--- config.mk ---
export PLATFORM = sky130hd
export DESIGN_NAME = mask_frame_reader
export DESIGN_NICKNAME = d
export VERILOG_FILES = /design/src/rtl/mask_frame_reader.sv
export SDC_FILE = /design/constraint.sdc
export NUM_CORES = 1
export LEC_CHECK = 0
export CAP_MARGIN = 20
export CORE_MARGIN = 8
export CORE_UTILIZATION = 58
export CTS_BUF_LIST = sky130_fd_sc_hd__clkbuf_8
export CTS_CLUSTER_SIZE = 24
export DETAILED_ROUTE_END_ITERATION = 10
export PLACE_DENSITY = 0.86
export RECOVER_POWER = 50
export REMOVE_ABC_BUFFERS = 1
export SYNTH_ARGS = -nofsm -noshare
export SYNTH_HDL_FRONTEND = slang
export SYNTH_SLANG_ARGS = --single-unit
--- constraint.sdc ---
create_clock -name clk_in -period 4.43 [get_ports clk_in]
set_input_delay 0.886 -clock clk_in [delete_from_list [all_inputs] [get_ports clk_in]]
set_output_delay 0.886 -clock clk_in [all_outputs]
set_load 0.03 [all_outputs]
--- src/rtl/mask_frame_reader.sv ---
// Display-side reader for the double-banked 1-bit mask frame buffer: window/upscale addressing,
// BRAM latency alignment and bank swapping. Define MASK_FRAME_READER_MIRROR_EN for a horizontally mirrored view.
module mask_frame_reader #(
  parameter int SRC_W      = 320,
  parameter int SRC_H      = 240,
  parameter int SCALE_LOG2 = 1,
  parameter int X0         = 0,
  parameter int Y0         = 0,
  parameter int SWAP_LINE  = 480,
  parameter int RD_LAT     = 2,
  parameter int ADDR_W     = 17
) (
  input  logic              clk_in,
  input  logic              rst_n_in,
  input  logic [10:0]       hcount_in,
  input  logic [9:0]        vcount_in,
  input  logic              hsync_in,
  input  logic              vsync_in,
  input  logic              blank_in,
  input  logic              frame_done_in,
  output logic              swap_ack_out,
  output logic              wr_bank_out,
  output logic [ADDR_W:0]   rd_addr_out,
  input  logic              rd_data_in,
  output logic              pixel_out,
  output logic [10:0]       hcount_out,
  output logic [9:0]        vcount_out,
  output logic              hsync_out,
  output logic              vsync_out,
  output logic              blank_out,
  output logic              state_out
);

  localparam int WIN_W = SRC_W << SCALE_LOG2;
  localparam int WIN_H = SRC_H << SCALE_LOG2;
  localparam int DW    = 25;

  typedef enum logic {SHOW = 1'b0, PENDING = 1'b1} bank_state_t;

  bank_state_t       state_q, state_d;
  logic              swap_now, swap_take;
  logic              disp_bank;

  logic [11:0]       hrel;
  logic [10:0]       vrel;
  logic              in_win;
  logic [10:0]       col_raw, col;
  logic [ADDR_W-1:0] row_base_q, row_base, addr_q, addr_next;
  logic [9:0]        last_v;
  logic              new_line, blk_start;

  logic [DW-1:0]     stage_in;
  logic [DW-1:0]     dly [RD_LAT+1];

  // Offsets wrap negative (top bit set) when the beam is left of / above the window.
  assign hrel   = {1'b0, hcount_in} - 12'(X0);
  assign vrel   = {1'b0, vcount_in} - 11'(Y0);
  assign in_win = !hrel[11] && (hrel < 12'(WIN_W)) && !vrel[10] && (vrel < 11'(WIN_H));

  assign col_raw = hrel[10:0] >> SCALE_LOG2;
`ifdef MASK_FRAME_READER_MIRROR_EN
  assign col = 11'(SRC_W - 1) - col_raw;
`else
  assign col = col_raw;
`endif

  // Row base advances by one source row on the first display line of each upscaled block.
  assign new_line  = (vcount_in != last_v);
  assign blk_start = (vrel & 11'((1 << SCALE_LOG2) - 1)) == 11'd0;

  always_comb begin
    row_base = row_base_q;
    if (vrel == 11'd0)
      row_base = '0;
    else if (new_line && blk_start)
      row_base = row_base_q + ADDR_W'(SRC_W);
  end

  assign addr_next = row_base + ADDR_W'(col);

  always_ff @(posedge clk_in or negedge rst_n_in) begin
    if (!rst_n_in) begin
      row_base_q <= '0;
      last_v     <= '0;
      addr_q     <= '0;
    end else begin
      row_base_q <= row_base;
      last_v     <= vcount_in;
      if (in_win)
        addr_q <= addr_next;
    end
  end

  assign rd_addr_out = {disp_bank, addr_q};

  // Timing and window flag travel together so pixel_out lines up with the BRAM data.
  assign stage_in = {in_win, blank_in, vsync_in, hsync_in, vcount_in, hcount_in};

  always_ff @(posedge clk_in or negedge rst_n_in) begin
    if (!rst_n_in) begin
      for (int i = 0; i <= RD_LAT; i++)
        dly[i] <= '0;
    end else begin
      dly[0] <= stage_in;
      for (int i = 1; i <= RD_LAT; i++)
        dly[i] <= dly[i-1];
    end
  end

  assign hcount_out = dly[RD_LAT][10:0];
  assign vcount_out = dly[RD_LAT][20:11];
  assign hsync_out  = dly[RD_LAT][21];
  assign vsync_out  = dly[RD_LAT][22];
  assign blank_out  = dly[RD_LAT][23];
  assign pixel_out  = rd_data_in & dly[RD_LAT][24];

  assign swap_now = (vcount_in == 10'(SWAP_LINE)) && (hcount_in == 11'd0);

  always_ff @(posedge clk_in or negedge rst_n_in) begin
    if (!rst_n_in)
      state_q <= SHOW;
    else
      state_q <= state_d;
  end

  // A done pulse arriving while a swap is pending is dropped, not queued.
  always_comb begin
    state_d = state_q;
    case (state_q)
      SHOW:    if (frame_done_in) state_d = PENDING;
      PENDING: if (swap_now)      state_d = SHOW;
      default: state_d = SHOW;
    endcase
  end

  always_comb begin
    swap_take = (state_q == PENDING) && swap_now;
  end

  always_ff @(posedge clk_in or negedge rst_n_in) begin
    if (!rst_n_in) begin
      disp_bank    <= 1'b0;
      swap_ack_out <= 1'b0;
    end else begin
      disp_bank    <= disp_bank ^ swap_take;
      swap_ack_out <= swap_take;
    end
  end

  assign wr_bank_out = ~disp_bank;
  assign state_out   = state_q;

endmodule

==> run metrics, run 1 <==
Max VDD drop about 0.4 mV; Synth top cells by count dfrtp_1, nand2_1, xnor2_1, buf_4, nor2_1; slew margin rel. -22.1%; Initial Utilization between 50% and 60%; asr flop ratio synth 100%; Synth top area share 65.3%; Hold Crit Depth 0; DRT antenna net count 0; Final GP Congestion 0.849; arrival time worst endpoint 4510 ps; period utilization between 90 and 100%; most frequent cell after synthesis dfrtp_1; Worst setup SP type input port; Avg Inst Size Synth ~13 sq um; clock skew 9.07 ps; Worst R2R End addr_q[11]$_DFFE_PN0P_; Die ar. 10400 sq um; slack of the worst reg-to-reg path 1390 ps; crit end category flop; share of layout cells above drive strength 1 between 10% and 20%; via count ~2.8k; Vias/cell 5.31; drt drc 0; Hold Path End vcount_out[6]$_DFF_PN0_; Die W 102 um; Rows 31; post-synthesis sequential area ratio 65.3%; status finished, violations left; DR iter-0 viols 134; TritonCTS sink count 112; maxcap violations 1; smallest hold slack 351 ps; DR pass1 iterations 4; synth warn 0; Post-CTS Hold Fix Bufs 0; endpoints failing hold 0; worst hold-check path type reg -> reg; area delta synth->final 25.2%; Critical path origin vcount_in[2]; WL final between 8 and 9 mm; vias in the first global route 2834; unrepaired setup endpoints after global routing no; CTS tree done; GRT Total Usage between 10% and 20%; die height between 100 and 150 um; post-synth top area cell dfrtp_1; crit path time final around 4300 ps; peak fanout along the critical path 4; FF+latch count, synth about 110; CTS buffer count 9; Cell Pwr Density 498 nW/um^2; Worst Path Required between 4000 and 5000 ps; final slew viol count 80; PortBufs 73; first-pass GRT wire length 14.0 mm; hpwl dp 6.26 mm; num ports 74; # diodes 0; initial antenna violation count 0; failing checks max-capacitance violations, max-slew violations; clock buffer depth 2; main area contributors after synthesis dfrtp_1, xnor2_1, buf_4, ha_1, nand2_1; worst r2r path cells 15; final setup vio count 0; Layout Nets 461; Slew @ Worst Pin 1830 ps; clk_lat worst skew 370 ps; Main synth FF type dfrtp_1; clock slew at reported path FFs 110 ps; Mapped Cells ~340; kind of critical path in -> reg; largest net degree at the start of global routing just under 90; r2r startpoint dly[65]$_DFF_PN0_; Unique masters post-synth 47; GR Overflow Total 0; Core Footprint 7210 sq um; HP Start dly[42]$_DFF_PN0_; post-synth design cell area 4290 sq um; H-tree depth 3; number of flops mapped to enable cells by yosys 0; post-cts repair resize count 0; leak pwr about 2.4 nW; DP Area 5160 sq um; post-CTS setup repair buffer count 0; Design Area, Final 5370 sq um; Root Buffer clkbuf_8; Wirelength per Cell 16.5 um; Max Clock Freq 0.235 GHz
-- cell families (layout without fill, tap and decap cells) --
family          count (synthesis)  after routing  synth area share [%]
fa+ha+maj                      12             12                  3.68
simple gates                   99             99                  12.1
xor+xnor                       31             31                  6.33
compound gates                 48             48                  7.44
buf+inv                        35            124                  5.08
flops                         112            112                  65.3
-- registers in the layout (all words and copies together), names as in the netlist --
register / flops
row_base_q: 17
disp_bank: 1
hcount_out: 11
vsync_out: 1
swap_ack_out: 1
hsync_out: 1
state_out: 1
dly: 51
vcount_out: 10
blank_out: 1
addr_q: 17
-- worst max-delay path, cell delays in order --
cell and delay (ps):
clkdlybuf4s50_1 420, or4_4 550, or4_4 530, and2_1 200, ha_1 210, fa_1 390, a21o_1 220, a211oi_2 260
o21ai_0 170, a41o_1 280, o21ai_2 100, nor3_1 80, xnor2_1 140, o21ai_1 70
-- placed cells by master, fill, tap and decap left out, drive strengths merged, types with 2 or more instances in the layout --
master	synthesis	routed
buf	24	28
nor4b	2	2
xor2	6	6
dfrtp	112	112
clkdlybuf4s50	0	72
nor3	8	8
a21o	3	3
nand4	3	3
nand2	32	32
or4	4	4
nor2	17	17
nor4	9	9
xnor2	25	25
o21ai	22	22
o2111ai	4	4
ha	11	11
a21oi	7	7
or2	3	3
o31a	2	2
inv	6	9
and2	7	7
clkbuf	5	11
nor2b	2	2
nand3	9	9
clkinvlp	0	2
-- worst max-delay path by stage --
stage,end,cells after the start,slack [ps]
after global routing,addr_q[12]$_DFFE_PN0P_,14,20
final,addr_q[12]$_DFFE_PN0P_,14,180
after CTS,addr_q[16]$_DFFE_PN0P_,14,60
after detailed placement,addr_q[12]$_DFFE_PN0P_,14,-330
after floorplan,addr_q[12]$_DFFE_PN0P_,13,230
after global placement,addr_q[12]$_DFFE_PN0P_,14,-230
-- through the flow --
stage	total power (W)	setup TNS (ps)	util, %	cells	setup slack [ps]
after floorplan	0.00176	0	-	308	233
after global placement	0.00204	-1060	71.5	508	-229
after detailed placement	0.00207	-1600	71.5	508	-328
after CTS	0.00269	0	74.3	524	59.7
after global routing	0.00282	0	74.4	525	21.5
final	0.00268	0	74.4	525	178
-- where the power goes --
group          total, W  internal, W  leakage [nW]  switching (W)
clock          0.000614     0.000268         0.101       0.000346
combinational  0.000828     0.000360         0.910       0.000468
sequential      0.00123      0.00115          1.35      0.0000875
-- layer usage --
metal	routed length [um]	part of all wire (%)	global-route usage (%)
met4	252	2.9	8.47
met5	0	0	0
met3	435	5.0	3.81
met2	4400	51	29.4
met1	3560	41	21.3
-- cell type report --
class	count	area, sq um
clock buffer	9	124
clock inverter	7	80.1
fill	481	1840
inverter	6	22.5
multi-input combinational	190	1280
sequential	112	2800
tap	99	124
timing repair buffer	102	940
No activity file was read; power rests on OpenSTA's default activity.
==> run 2: changes to the inputs <==
clock period = 5.22 ns   (was 4.43 ns; I/O delays follow)
==> run 2 against run 1 <==
  * The flow still finishes with violations (max-capacitance violations, max-slew violations)
  * Clock power decreased by 23%
  * Critical endpoint unchanged
  * Largest cell class unchanged
  * Register-to-register slack improved by 740 ps
  * Clock skew increased by 3.2 ps
==> run metrics, run 2 (synthesized netlist as in run 1, its figures left out) <==
status finished, violations left; failing checks max-capacitance violations, max-slew violations; Final GP Congestion 0.882 (+3.9%); endpoints failing hold 0 (unchanged); clk_lat worst skew 370 ps (about the same); peak fanout along the critical path 6 (+2); Die W 102 um (unchanged); DP Area 4980 sq um (-3.3%); Largest Register dly; Initial Utilization 59.5% (unchanged); slew margin rel. -97.6% (-75 points); PortBufs 73 (unchanged); Largest regs dly: 51 flops, addr_q: 17 flops, row_base_q: 17 flops; Hold Path End hcount_out[5]$_DFF_PN0_; worst r2r path cells 14 (-1); GRT Total Usage 16.6% (-1.0 points); WL final 8.27 mm (-4.3%); DR pass1 iterations 5 (+1); hpwl dp 6.07 mm (-3.0%); Rows 31 (unchanged); final slew viol count 56 (-30%); arrival time worst endpoint 5090 ps (+580 ps); GR Overflow Total 0 (unchanged); most common cell after layout, fill and taps aside dfrtp_1; TritonCTS sink count 112 (unchanged); Post-CTS Hold Fix Bufs 0 (unchanged); maxcap violations 1 (unchanged); DRT antenna net count 0 (unchanged); Worst R2R End addr_q[15]$_DFFE_PN0P_; largest net degree at the start of global routing 59 (-32%); Fill cells 524 (+8.9%); unrepaired setup endpoints after global routing no; CTS buffer count 9 (unchanged); die height 102 um (unchanged); Worst setup SP type input port; num ports 74 (unchanged); slack of the worst reg-to-reg path 2130 ps (+740 ps); HP Start dly[30]$_DFF_PN0_; CTS tree done; Slew @ Worst Pin 2960 ps (+1130 ps); final setup TNS 0 ps (unchanged); Post-Layout Cell Count 503 (-4.2%); clock slew at reported path FFs 100 ps (about the same); Vias/cell 5.22 (-1.8%); initial antenna violation count 0 (unchanged); post-cts repair resize count 0 (unchanged); Die ar. 10400 sq um (unchanged); placed cell count 485 (-4.5%); Root Buffer clkbuf_8; Design Area, Final 5170 sq um (-3.7%); Layout Nets 438 (-5.0%); Worst Path Required 5470 ps (+780 ps); Wirelength per Cell 16.4 um (about the same); r2r startpoint dly[65]$_DFF_PN0_; Hold Crit Depth 0 (unchanged); first-pass GRT wire length 13.1 mm (-6.1%); crit end category flop; Core Footprint 7210 sq um (unchanged); Max VDD drop 0.281 mV (-30%); H-tree depth 3 (unchanged); via count 2626 (-5.9%); clock skew 12.2 ps (+3.16 ps); period utilization 92.7%; commonest cells after routing, fill and taps aside dfrtp_1, clkdlybuf4s50_1, nand2_1; DR iter-0 viols 92 (-31%); clock buffer depth 2 (unchanged); share of layout cells above drive strength 1 8.19% (-5.7 points); Max Clock Freq roughly 0.21 GHz; area delta synth->final 20.6%; final setup vio count 0 (unchanged); post-CTS setup repair buffer count 0 (unchanged); vias in the first global route 2661 (-6.1%); max reg flops 51 (unchanged); drt drc 0 (unchanged); worst hold-check path type reg -> reg; kind of critical path in -> reg; Tot Pwr 0.00218 W (-18%); Cell Pwr Density 422 nW/um^2 (-15%); leak pwr 2.24 nW (-4.9%); crit path time final between 4000 and 5000 ps
-- run 2: changes by cell type in the layout (fill, tap and decap cells not counted), sizes merged --
cell and delta:
bufinv -1, clkdlybuf4s50 -23, buf -24, dlygate4sd3 +23, clkinvlp -1, diode +1
clkinv +2, clkbuf +1
-- run 2: routing by layer --
metal,share of wire [%],wire length (um),up-vias,track usage [%]
met3,6.3,523,10,4.70
met5,0,0,-,0
met2,51,4210,87,27.4
li1,-,-,1256,-
met4,1.4,117,0,7.79
met1,41,3420,1273,19.8
-- run 2: cell type report --
class	count	area, sq um	share of cell area [%]
flip-flops and latches	112	2800	54.2
multi-input cells	190	1270	24.5
repair buffers	79	771	14.9
clock buffers	9	124	2.40
well taps	99	124	2.40
clock inverters	7	56.3	1.09
inverters	6	22.5	0.436
diodes	1	2.50	0.0484
-- run 2: worst max path at each step --
stage	end	from
after CTS	addr_q[12]$_DFFE_PN0P_	vcount_in[2]
final	addr_q[12]$_DFFE_PN0P_	vcount_in[2]
after detailed placement	addr_q[12]$_DFFE_PN0P_	vcount_in[2]
after floorplan	addr_q[12]$_DFFE_PN0P_	vcount_in[2]
after global routing	addr_q[12]$_DFFE_PN0P_	vcount_in[2]
after global placement	addr_q[12]$_DFFE_PN0P_	vcount_in[2]
-- run 2: report_power, final --
part	internal, W	total (W)	switching, W	leakage, nW
sequential	0.000972	0.00105	0.0000756	1.35
clock	0.000180	0.000472	0.000292	0.0944
combinational	0.000279	0.000664	0.000384	0.802
total	0.00143	0.00218	0.000752	2.24
-- run 2: worst max-delay path, stage by stage --
cell,delay (ps)
dlygate4sd3_1,580
or4_4,570
or4_1,590
and2_1,230
ha_1,200
fa_1,410
a21o_1,220
a211oi_1,340
o21ai_0,180
a41o_1,300
o21ai_2,100
nor3_1,90
xnor2_1,150
o21ai_1,80
-- run 2: metrics by stage --
step	setup slack (ps)	util (%)	hold WS (ps)
6_report	383	71.7	353
5_1_grt	264	71.6	360
4_1_cts	505	71.6	353
3_5_place_dp	130	69.1	336
3_3_place_gp	240	69.1	332
2_1_floorplan	865	-	331
